### src/rtl/scan_display_mux.sv
// scan_display_mux: time-multiplexed display driver.
// It runs its own refresh counter and steps the digit select. At each
// frame wrap it takes a snapshot of the digit inputs, so a frame never
// mixes old and new values. It drives active-low anodes, blanks every
// digit slot at its start, and can suppress leading zeros. Every output
// is registered from (sel, cnt, snapshot).
module scan_display_mux #(
  parameter int DIGITS      = 8,
  parameter int WIDTH       = 4,
  parameter int REFRESH_DIV = 50000,
  parameter int BLANK_CYC   = 500,
  parameter int SEL_W       = $clog2(DIGITS)
) (
  input  logic                    clk,
  input  logic                    reset_n,
  input  logic [DIGITS*WIDTH-1:0] d_bus,
  input  logic [DIGITS-1:0]       dp_in,
  input  logic [DIGITS-1:0]       digit_en,
  input  logic                    lz_en,
  output logic [WIDTH-1:0]        Y,
  output logic [SEL_W-1:0]        sel,
  output logic [DIGITS-1:0]       an,
  output logic                    dp_n,
  output logic                    frame_done
);

  localparam int CNT_W = $clog2(REFRESH_DIV);
  localparam logic [CNT_W-1:0] CNT_LAST  = CNT_W'(REFRESH_DIV - 1);
  localparam logic [CNT_W-1:0] BLANK_LIM = CNT_W'(BLANK_CYC);
  localparam logic [SEL_W-1:0] SEL_LAST  = SEL_W'(DIGITS - 1);

  logic [CNT_W-1:0]        cnt;
  logic                    load_pending;
  logic                    slot_end;
  logic                    wrap;
  logic                    snap_take;

  // Snapshot of every input that affects the display.
  logic [DIGITS*WIDTH-1:0] sh_dig;
  logic [DIGITS-1:0]       sh_dp;
  logic [DIGITS-1:0]       sh_en;
  logic                    sh_lz;

  logic [DIGITS-1:0]       supp;
  logic                    zero_above;
  logic                    in_blank;
  logic                    lit;

  assign slot_end  = (cnt == CNT_LAST);
  assign wrap      = slot_end && (sel == SEL_LAST);
  // The first clock after reset loads the snapshot at once, so the
  // display does not have to wait a whole frame for real data.
  assign snap_take = wrap || load_pending;

  // Refresh counter, digit walk and frame pulse. The load_pending load
  // is not a wrap, so it never raises frame_done.
  always_ff @(posedge clk or negedge reset_n) begin
    if (!reset_n) begin
      cnt          <= '0;
      sel          <= '0;
      frame_done   <= 1'b0;
      load_pending <= 1'b1;
    end else begin
      frame_done   <= wrap;
      load_pending <= 1'b0;
      if (slot_end) begin
        cnt <= '0;
        sel <= (sel == SEL_LAST) ? '0 : sel + 1'b1;
      end else begin
        cnt <= cnt + 1'b1;
      end
    end
  end

  // Tear-free frame snapshot: inputs are sampled only at the wrap or by
  // the post-reset load.
  always_ff @(posedge clk or negedge reset_n) begin
    if (!reset_n) begin
      sh_dig <= '0;
      sh_dp  <= '0;
      sh_en  <= '0;
      sh_lz  <= 1'b0;
    end else if (snap_take) begin
      sh_dig <= d_bus;
      sh_dp  <= dp_in;
      sh_en  <= digit_en;
      sh_lz  <= lz_en;
    end
  end

  // Leading-zero mask: walk down from the MSB while every digit so far
  // is zero. Digit 0 always stays visible, so a zero value still shows "0".
  always_comb begin
    zero_above = 1'b1;
    supp       = '0;
    for (int k = DIGITS - 1; k >= 0; k--) begin
      zero_above = zero_above & (sh_dig[k*WIDTH +: WIDTH] == '0);
      supp[k]    = sh_lz & zero_above & (k != 0);
    end
  end

  // Anti-ghosting window at the start of each slot. It is removed when
  // BLANK_CYC is zero, which also avoids an always-false compare.
  generate
    if (BLANK_CYC == 0) begin : g_no_blank
      assign in_blank = 1'b0;
    end else begin : g_blank
      assign in_blank = (cnt < BLANK_LIM);
    end
  endgenerate

  assign lit = ~in_blank & sh_en[sel] & ~supp[sel];

  // Registered output stage. Y and dp_n follow the scanned digit even
  // while its anode is off.
  always_ff @(posedge clk or negedge reset_n) begin
    if (!reset_n) begin
      Y    <= '0;
      an   <= '1;
      dp_n <= 1'b1;
    end else begin
      Y    <= sh_dig[int'(sel)*WIDTH +: WIDTH];
      dp_n <= ~sh_dp[sel];
      an   <= lit ? ~(DIGITS'(1) << sel) : '1;
    end
  end

endmodule

### config.mk
export PLATFORM = sky130hd
export DESIGN_NAME = scan_display_mux
export DESIGN_NICKNAME = d
export VERILOG_FILES = /design/src/rtl/scan_display_mux.sv
export SDC_FILE = /design/constraint.sdc
export NUM_CORES = 1
export LEC_CHECK = 0
export CAP_MARGIN = 20
export CORE_MARGIN = 2
export CORE_UTILIZATION = 35
export CTS_CLUSTER_DIAMETER = 40
export CTS_CLUSTER_SIZE = 28
export DETAILED_ROUTE_END_ITERATION = 7
export PLACE_DENSITY = 0.62
export SYNTH_ARGS = -nofsm -noshare
export SYNTH_HDL_FRONTEND = slang
export SYNTH_SLANG_ARGS = --single-unit
### constraint.sdc
create_clock -name clk -period 6.25 [get_ports clk]
set_input_delay 0.9375 -clock clk [delete_from_list [all_inputs] [get_ports clk]]
set_output_delay 0.9375 -clock clk [all_outputs]
set_load 0.01 [all_outputs]
==> results.py, run 1 <==
metrics = {
    "worst_setup_path": {
        "timing.critical_path.buf_inv": 1,
        "cp.arrival_ns": 2.05,
        "critPathMaxStageDelay_ns": 1.00,
        "crit_type": "reg2out",
        "cp_slowest_cell": "dfrtp_1",
        "path_cells": "clkdlybuf4s50_1",
        "start_kind": "flip-flop",
        "crit_fanout": 20,
        "crit_path_end_kind": "primary output",
        "critical_path.top_delay_family": "flip-flops",
        "critPathRequiredTime_ns": 5.31,
    },
    "synth": {
        "yosysUniqueCellTypes": 43,
        "synth_cells": 278,
        "ys.flop_type": "dfrtp_1",
        "async_flop_share": 1.00,
        "syn_area_um2": 3790,
        "ys_seq_area_frac": 0.552,
        "syn_area_per_cell_um2": 13.6,
        "synth-edff-count": 0,
        "syn_nets": 336,
        "yosysWarningCount": 0,
        "ys_ff_latch": 83,
    },
    "floorplan": {
        "initial_core_util": 0.363,
        "io_pins": 68,
        "rows": 37,
        "die_h_um": 108,
        "die_area_um2": 11700,
        "die_w_um": 108,
        "core_um2": 10400,
    },
    "global_routing": {
        "grt_pass1_vias": 2432,
        "grt_pass1_wl_um": 12400,
        "antenna_found_initial": 0,
        "track_usage": 0.140,
        "grt-ovfl-total": 0,
        "grt_max_degree": 84,
    },
    "placed_design": {
        "port_buffers": 67,
        "place_inst": 471,
        "place.gp.congestion": 0.792,
        "hpwl_um": 5430,
    },
    "routing": {
        "drt_iter0_markers": 74,
        "num_vias": 2404,
        "wire_per_inst_um": 15.6,
        "viasPerCell": 4.93,
        "drtPass1Iterations": 4,
        "drc": 0,
        "wirelength_um": 7640,
        "ant_nets": 0,
    },
    "timing": {
        "hold_violations": 0,
        "fin_tns_setup_ns": 0,
        "tightestPinTransition_ns": 0.984,
        "finClkSkew_ns": 0.00989,
        "slew_headroom": 0.344,
        "finalSetupViolCount": 0,
        "rsz0062_at_grt": "false",
        "fmax_mhz": 335,
        "fin_crit_ns": 2.98,
        "finalCritPeriodShare": 0.477,
        "slew_violations": 0,
    },
    "pwr": {
        "p_leak_nw": 1.95,
        "clockPowerShare": 0.379,
        "switching_power_mw": 0.253,
        "peakVddDrop_mv": 0.118,
        "pwr-share-comb": 0.103,
        "p_sw_frac": 0.220,
        "seqPwrFrac": 0.518,
        "power.density_nw_per_um2": 238,
        "p_int_mw": 0.898,
    },
    "finish": {
        "final_common_cell": "dfrtp_1",
        "finalNetCount": 405,
        "antennaDiodeCount": 0,
        "final_cells": 488,
        "drive_gt1_frac": 0.264,
        "syn_to_final_growth_pct": 27.7,
        "final_cell_mix": "dfrtp_1 (73), clkdlybuf4s50_1 (66), mux2_2 (40), nand2_1 (18), nor2_1 (15)",
        "postLayoutCoreUtil": 0.464,
    },
    "flow_run": {
        "maxCapViolCount": 0,
    },
    "run_status": {
        "outcome": "completed",
    },
    "cts": {
        "cts_resized": 0,
        "cts_buffer_depth": 2,
        "clock_sink_count": 83,
        "numCtsBuffers": 9,
        "insertion_delay_ns": 0.36,
        "cts-root-buf": "clkbuf_8",
        "htreeDepth": 3,
        "hold_buffers": 0,
        "path_clk_slew_ns": 0.08,
        "post_cts_buffers": 0,
        "cts_tree": "yes",
    },
    "worst_hold_path": {
        "hold_path.class": "reg2reg",
    },
}
[synth_stat cells, types with 3 or more instances]
cell,instances,area share
nor4b_1,3,0.0069
xnor2_1,6,0.014
xor2_1,6,0.014
nor4_1,7,0.012
o21ai_0,7,0.0093
ha_1,7,0.023
clkbuf_1,5,0.0050
nor2_1,15,0.015
mux4_2,11,0.065
inv_1,6,0.0059
and3_1,3,0.0050
mux2_2,40,0.12
dfrtp_1,73,0.48
nand2_1,18,0.018
dfstp_2,10,0.069
nand3_1,7,0.0093
mux2i_1,3,0.0079
nand4_1,5,0.0083
buf_2,3,0.0040
mux2_4,10,0.040
and2_1,4,0.0066
[metrics by stage]
stage | power [mW] | setup WS [ns] | hold WS (ns) | instance area (µm²)
6_report | 1.15 | 3.27 | 0.459 | 4830
3_3_place_gp | 0.721 | 3.57 | 0.445 | 4580
2_1_floorplan | 0.659 | 4.07 | 0.425 | 3790
3_5_place_dp | 0.725 | 3.50 | 0.451 | 4580
4_1_cts | 1.16 | 3.19 | 0.463 | 4810
5_1_grt | 1.20 | 3.12 | 0.482 | 4830
[layer usage]
| layer | vias up | global-route usage | part of all wire | wire length (µm) |
|---|---|---|---|---|
| met4 | 0 | 0.0522 | 0.013 | 100 |
| met1 | 1191 | 0.196 | 0.48 | 3640 |
| met3 | 8 | 0.0368 | 0.050 | 384 |
| li1 | 1146 | - | - | - |
| met5 | - | 0 | 0 | 0 |
| met2 | 59 | 0.210 | 0.46 | 3510 |
[worst paths after layout]
path	cells after the start	slack, ns	from	to
worst max-delay path	1	3.27	sel[0]	sel[0]
worst min-delay path	1	0.46	cnt[0]	cnt[0]
worst max register to register	5	3.50	cnt[5]	sh_dp[1]
max in group asynchronous	2	5.12	reset_n	load_pending
worst min register to register	1	0.46	cnt[0]	cnt[0]
min in group asynchronous	1	0.49	reset_n	sh_dp[3]
[worst reg2reg max path, cell delays in order, from the launching register on]
cell     delay (ns)
dfrtp_1        0.43
or4b_1         0.60
nor4_4         0.77
a21oi_4        0.10
buf_4          0.35
mux2_4         0.39
[power by group through the flow]
stage	registers (mW)	logic [mW]	clock network [mW]
after floorplan	0.599	0.0598	0
after global placement	0.605	0.116	0
after global routing	0.601	0.129	0.465
after detailed placement	0.606	0.119	0
after CTS	0.596	0.118	0.448
final	0.596	0.118	0.436
[cell families (layout without fill, tap and decap cells)]
kind of cell | Yosys count | in the layout | share of synthesized area
flops | 83 | 83 | 0.552
other cells | 1 | 1 | 0.000990
xor+xnor | 12 | 12 | 0.0278
mux | 64 | 64 | 0.232
buf+inv | 18 | 92 | 0.0228
compound gates | 21 | 21 | 0.0377
simple gates | 72 | 72 | 0.104
fa+ha+maj | 7 | 7 | 0.0231
[sequential cells by signal, indices dropped and copies added, names as in the netlist]
name          cells
frame_done        1
sh_dp             8
sel               3
sh_dig           32
sh_lz             1
dp_n              1
load_pending      1
Y                 4
sh_en             8
an                8
cnt              16
[final cells by class]
cell class | count | area (µm²)
repair buffers | 69 | 703
multi-input cells | 177 | 1620
well taps | 136 | 170
inverters | 7 | 26.3
flip-flops and latches | 83 | 2090
clock inverters | 4 | 72.6
clock buffers | 12 | 155
fillers | 964 | 5580
Power figures use the tool's default switching activity.
==> inputs of run 2 (changes only) <==
clock period = 3.05 ns   (was 6.25 ns; I/O delays follow)
==> run 2 against run 1 <==
Die area did not move. Critical path type is now reg2reg. Largest power group unchanged. Core utilization up 0.13 points. Non-clock buffer count rose by 3.
==> results.py, run 2 (synthesized netlist as in run 1, its figures left out) <==
metrics = {
    "run_status": {
        "outcome": "completed",
    },
    "timing": {
        "tightestPinTransition_ns": 0.688,
        "slew_violations": 0,
        "rsz0062_at_grt": "false",
        "hold_slack_ns": 0.0364,
        "fmax_mhz": 441,
        "finalCritPeriodShare": 0.743,
        "fin_tns_setup_ns": 0,
        "slew_headroom": 0.541,
        "finalSetupViolCount": 0,
        "finClkSkew_ns": 0.0106,
        "fin_crit_ns": 2.27,
        "hold_violations": 0,
    },
    "worst_hold_path": {
        "hold_path.class": "in2async",
    },
    "finish": {
        "finalNetCount": 408,
        "postLayoutCoreUtil": 0.465,
        "largest_reg_flops": 32,
        "top_regs": "sh_dig (32), cnt (16)",
        "n_fill_cell": 965,
        "drive_gt1_frac": 0.268,
        "syn_to_final_growth_pct": 28.1,
        "final_cell_mix": "dfrtp_1 (73), clkdlybuf4s50_1 (66), mux2_2 (40), nand2_1 (18), nor2_1 (15)",
        "multi_input_area_um2": 1620,
        "top_register": "sh_dig",
        "register_area_um2": 2090,
        "final_common_cell": "dfrtp_1",
        "antennaDiodeCount": 0,
    },
    "global_routing": {
        "antenna_found_initial": 0,
        "grt_use_met1": 0.204,
        "grt_pass1_vias": 2507,
        "grtUsageMet2": 0.209,
        "grt_busiest_layer": "met2",
        "grt_max_degree": 84,
        "grt_pass1_wl_um": 12600,
        "track_usage": 0.141,
        "grt_use_met3": 0.0223,
        "grt-ovfl-total": 0,
    },
    "placed_design": {
        "hpwl_um": 5370,
        "port_buffers": 67,
        "place.gp.congestion": 0.787,
    },
    "worst_setup_path": {
        "crit_path_end_kind": "flip-flop",
        "start_kind": "flip-flop",
        "critPathRequiredTime_ns": 3.28,
        "rr_worst_depth": 5,
        "crit_fanout": 49,
        "cp.arrival_ns": 2.49,
        "crit_type": "reg2reg",
    },
    "routing": {
        "drc": 0,
        "wirelength_um": 7650,
        "drt_iter0_markers": 67,
        "num_vias": 2446,
        "drtPass1Iterations": 4,
        "ant_nets": 0,
        "wire_per_inst_um": 15.6,
        "viasPerCell": 4.98,
    },
    "cts": {
        "cts_buffer_depth": 2,
        "path_clk_slew_ns": 0.08,
        "htreeDepth": 3,
        "numCtsBuffers": 9,
        "clock_sink_count": 83,
        "cts_tree": "yes",
        "post_cts_buffers": 0,
        "cts_resized": 0,
        "cts-root-buf": "clkbuf_8",
        "hold_buffers": 0,
        "insertion_delay_ns": 0.35,
    },
    "floorplan": {
        "io_pins": 68,
        "core_um2": 10400,
        "die_h_um": 108,
        "rows": 37,
        "initial_core_util": 0.363,
        "die_w_um": 108,
        "die_area_um2": 11700,
    },
    "pwr": {
        "p_leak_nw": 1.97,
        "peakVddDrop_mv": 0.188,
        "total_power_mw": 2.33,
        "power.density_nw_per_um2": 480,
    },
    "flow_run": {
        "maxCapViolCount": 0,
    },
}
-- run 2: changes by cell type in the layout (fill, tap and decap cells not counted), sizes merged --
cell / previous run / this run
buf: 3 / 6
clkinvlp: 1 / 0
clkinv: 2 / 3
-- run 2: worst paths after layout --
path                       slack, ns  endpoint     from
min reg2reg                     0.46    cnt[0]   cnt[0]
min in group clk                0.46    cnt[0]   cnt[0]
max in group asynchronous       2.39      dp_n  reset_n
max reg2reg                     0.78  sh_dp[0]   cnt[5]
max                             0.78  sh_dp[0]   cnt[5]
min                             0.04  sh_dp[3]  reset_n
-- run 2: cell type report --
type                       count  share of cell area
timing repair buffer          72               0.150
sequential                    83               0.431
clock buffer                  12              0.0299
clock inverter                 4              0.0152
inverter                       7             0.00542
multi-input combinational    177               0.334
tap                          136              0.0351
-- run 2: metrics by stage --
stage	cells	worst slack [ns]	area, µm²
3_5_place_dp	474	0.789	4600
2_1_floorplan	278	0.867	3790
3_3_place_gp	474	0.820	4600
6_report	491	0.784	4850
5_1_grt	491	0.655	4850
4_1_cts	490	0.776	4820
-- run 2: power by group --
part | leakage [nW] | internal, mW | switching, mW
sequential | 0.988 | 1.17 | 0.0472
combinational | 0.867 | 0.161 | 0.0810
clock | 0.111 | 0.485 | 0.378
total | 1.97 | 1.82 | 0.507
-- run 2: worst max-delay path: stages (launching register included) --
cell and delay [ns]:
dfrtp_1 0.43, or4b_1 0.59, nor4_4 0.31, a21oi_4 0.08, buf_4 0.32, mux2_4 0.38
-- run 2: per-layer routing --
layer,up-vias,wire [µm]
met5,-,0
met4,0,114
met3,10,282
met2,55,3510
met1,1223,3740
li1,1158,-
==> inputs of run 3 (changes only) <==
clock period = 2.4 ns   (was 3.05 ns; I/O delays follow)
==> run 3 against run 2 <==
Flip-flop and latch count did not move. Non-clock buffer count is 4 higher. First-iteration DRC count rose by 82%. Critical path depth unchanged. Clock skew up 0.0029 ns. Hold slack better by 0.45 ns. Critical endpoint is now sh_dp[6].
==> results.py, run 3 (synthesized netlist as in run 1, its figures left out) <==
metrics = {
    "run_status": {
        "outcome": "completed",
    },
    "global_routing": {
        "grt_pass1_vias": 2459,
        "antenna_found_initial": 0,
        "track_usage": 0.143,
        "grt_max_degree": 50,
        "grt-ovfl-total": 0,
        "grt_pass1_wl_um": 12800,
    },
    "finish": {
        "design_area_um2": 4880,
        "final_common_cell": "dfrtp_1",
        "antennaDiodeCount": 0,
        "drive_gt1_frac": 0.273,
        "finalNetCount": 412,
        "final_cell_mix": "dfrtp_1 (73), clkdlybuf4s50_1 (66), mux2_2 (40), nand2_1 (18), nor2_1 (15)",
        "top_regs": "sh_dig (32), cnt (16)",
        "register_area_um2": 2090,
        "top_register": "sh_dig",
        "n_fill_cell": 972,
        "multi_input_area_um2": 1620,
        "largest_reg_flops": 32,
        "syn_to_final_growth_pct": 28.8,
    },
    "pwr": {
        "peakVddDrop_mv": 0.296,
        "seqPwrFrac": 0.527,
        "p_int_mw": 2.28,
        "p_leak_nw": 1.98,
        "power.density_nw_per_um2": 605,
        "switching_power_mw": 0.665,
        "p_sw_frac": 0.225,
        "clockPowerShare": 0.367,
        "pwr-share-comb": 0.106,
    },
    "floorplan": {
        "core_um2": 10400,
        "io_pins": 68,
        "die_h_um": 108,
        "rows": 37,
        "die_area_um2": 11700,
        "die_w_um": 108,
        "initial_core_util": 0.363,
    },
    "timing": {
        "fin_tns_setup_ns": 0,
        "hold_violations": 0,
        "fmax_mhz": 470,
        "rsz0062_at_grt": "false",
        "slew_violations": 0,
        "hold_slack_ns": 0.485,
        "finalSetupViolCount": 0,
        "finalCritPeriodShare": 0.887,
        "tightestPinTransition_ns": 0.668,
        "slew_headroom": 0.552,
        "finClkSkew_ns": 0.0135,
        "fin_crit_ns": 2.13,
    },
    "routing": {
        "num_vias": 2447,
        "drtPass1Iterations": 4,
        "wirelength_um": 7870,
        "drt_iter0_markers": 122,
        "drc": 0,
        "viasPerCell": 4.94,
        "wire_per_inst_um": 15.9,
        "ant_nets": 0,
    },
    "worst_setup_path": {
        "cp_slowest_cell": "or4b_1",
        "crit_path_end_kind": "flip-flop",
        "crit_fanout": 49,
        "path_cells": "or4b_1, nor4_4, a21oi_4, buf_12, mux2_4",
        "critical_path.top_delay_family": "simple AND/OR/NAND/NOR gates",
        "start_kind": "flip-flop",
        "cp.arrival_ns": 2.36,
        "critPathRequiredTime_ns": 2.63,
        "timing.critical_path.buf_inv": 1,
        "critPathMaxStageDelay_ns": 0.58,
        "crit_type": "reg2reg",
    },
    "placed_design": {
        "port_buffers": 67,
        "place.gp.congestion": 0.749,
        "placed_area_um2": 4660,
        "hpwl_um": 5740,
    },
    "flow_run": {
        "maxCapViolCount": 0,
    },
    "worst_hold_path": {
        "hold_path.class": "reg2reg",
    },
    "cts": {
        "htreeDepth": 3,
        "cts_tree": "yes",
        "path_clk_slew_ns": 0.09,
        "clock_sink_count": 83,
        "cts-root-buf": "clkbuf_8",
        "insertion_delay_ns": 0.36,
        "cts_buffer_depth": 2,
        "numCtsBuffers": 9,
    },
}
run 3: cell count changes in the layout (fill, tap and decap cells not counted):
cell,before,now
buf_16,1,0
clkbuf_8,10,9
buf_4,5,7
clkinv_2,1,2
clkinvlp_4,0,1
buf_12,0,2
dlygate4sd3_1,0,1
clkinv_4,1,0
run 3: worst paths after layout:
kind,cells after the start,slack [ns],to,start
setup / recovery,5,0.27,sh_dp[6],cnt[5]
hold / removal,1,0.48,cnt[0],cnt[0]
setup reg to reg,5,0.27,sh_dp[6],cnt[5]
hold reg to reg,1,0.48,cnt[0],cnt[0]
max in group asynchronous,3,1.24,an[6],reset_n
min in group asynchronous,2,0.50,cnt[4],reset_n
run 3: area by class of cell:
class	count	area share
Tap cell	136	0.0349
Clock inverter	5	0.0159
Timing Repair Buffer	76	0.157
Multi-Input combinational cell	177	0.332
Sequential cell	83	0.429
Inverter	7	0.00539
Clock buffer	11	0.0269
run 3: per-layer routing:
metal | GRT usage | wire (µm) | vias to the layer above
li1 | - | - | 1162
met1 | 0.206 | 3820 | 1218
met2 | 0.216 | 3650 | 58
met3 | 0.0271 | 293 | 9
met4 | 0.0549 | 113 | 0
met5 | 0 | 0 | -
run 3: power groups by stage:
stage / combinational (mW) / clock (mW) / sequential [mW]
floorplan: 0.156 / 0 / 1.56
global placement: 0.311 / 0 / 1.58
detailed placement: 0.318 / 0 / 1.58
CTS: 0.320 / 1.11 / 1.55
global route: 0.340 / 1.16 / 1.57
finish: 0.312 / 1.08 / 1.55
run 3: stage by stage:
step            util  power (mW)  cells  setup slack, ns
2_1_floorplan      -        1.72    278            0.217
4_1_cts        0.468        2.98    495            0.285
6_report       0.468        2.95    495            0.271
3_3_place_gp   0.447        1.89    478            0.322
3_5_place_dp   0.447        1.90    478            0.297
5_1_grt        0.468        3.07    495            0.192
run 3: what timing repair did:
| action | 4_1_cts | 5_1_grt |
|---|---|---|
| hold buffers | 1 | 0 |
| gates resized for setup | 0 | 0 |
| endpoints found under the hold margin | 31 | 0 |
| buffers inserted | 0 | 0 |
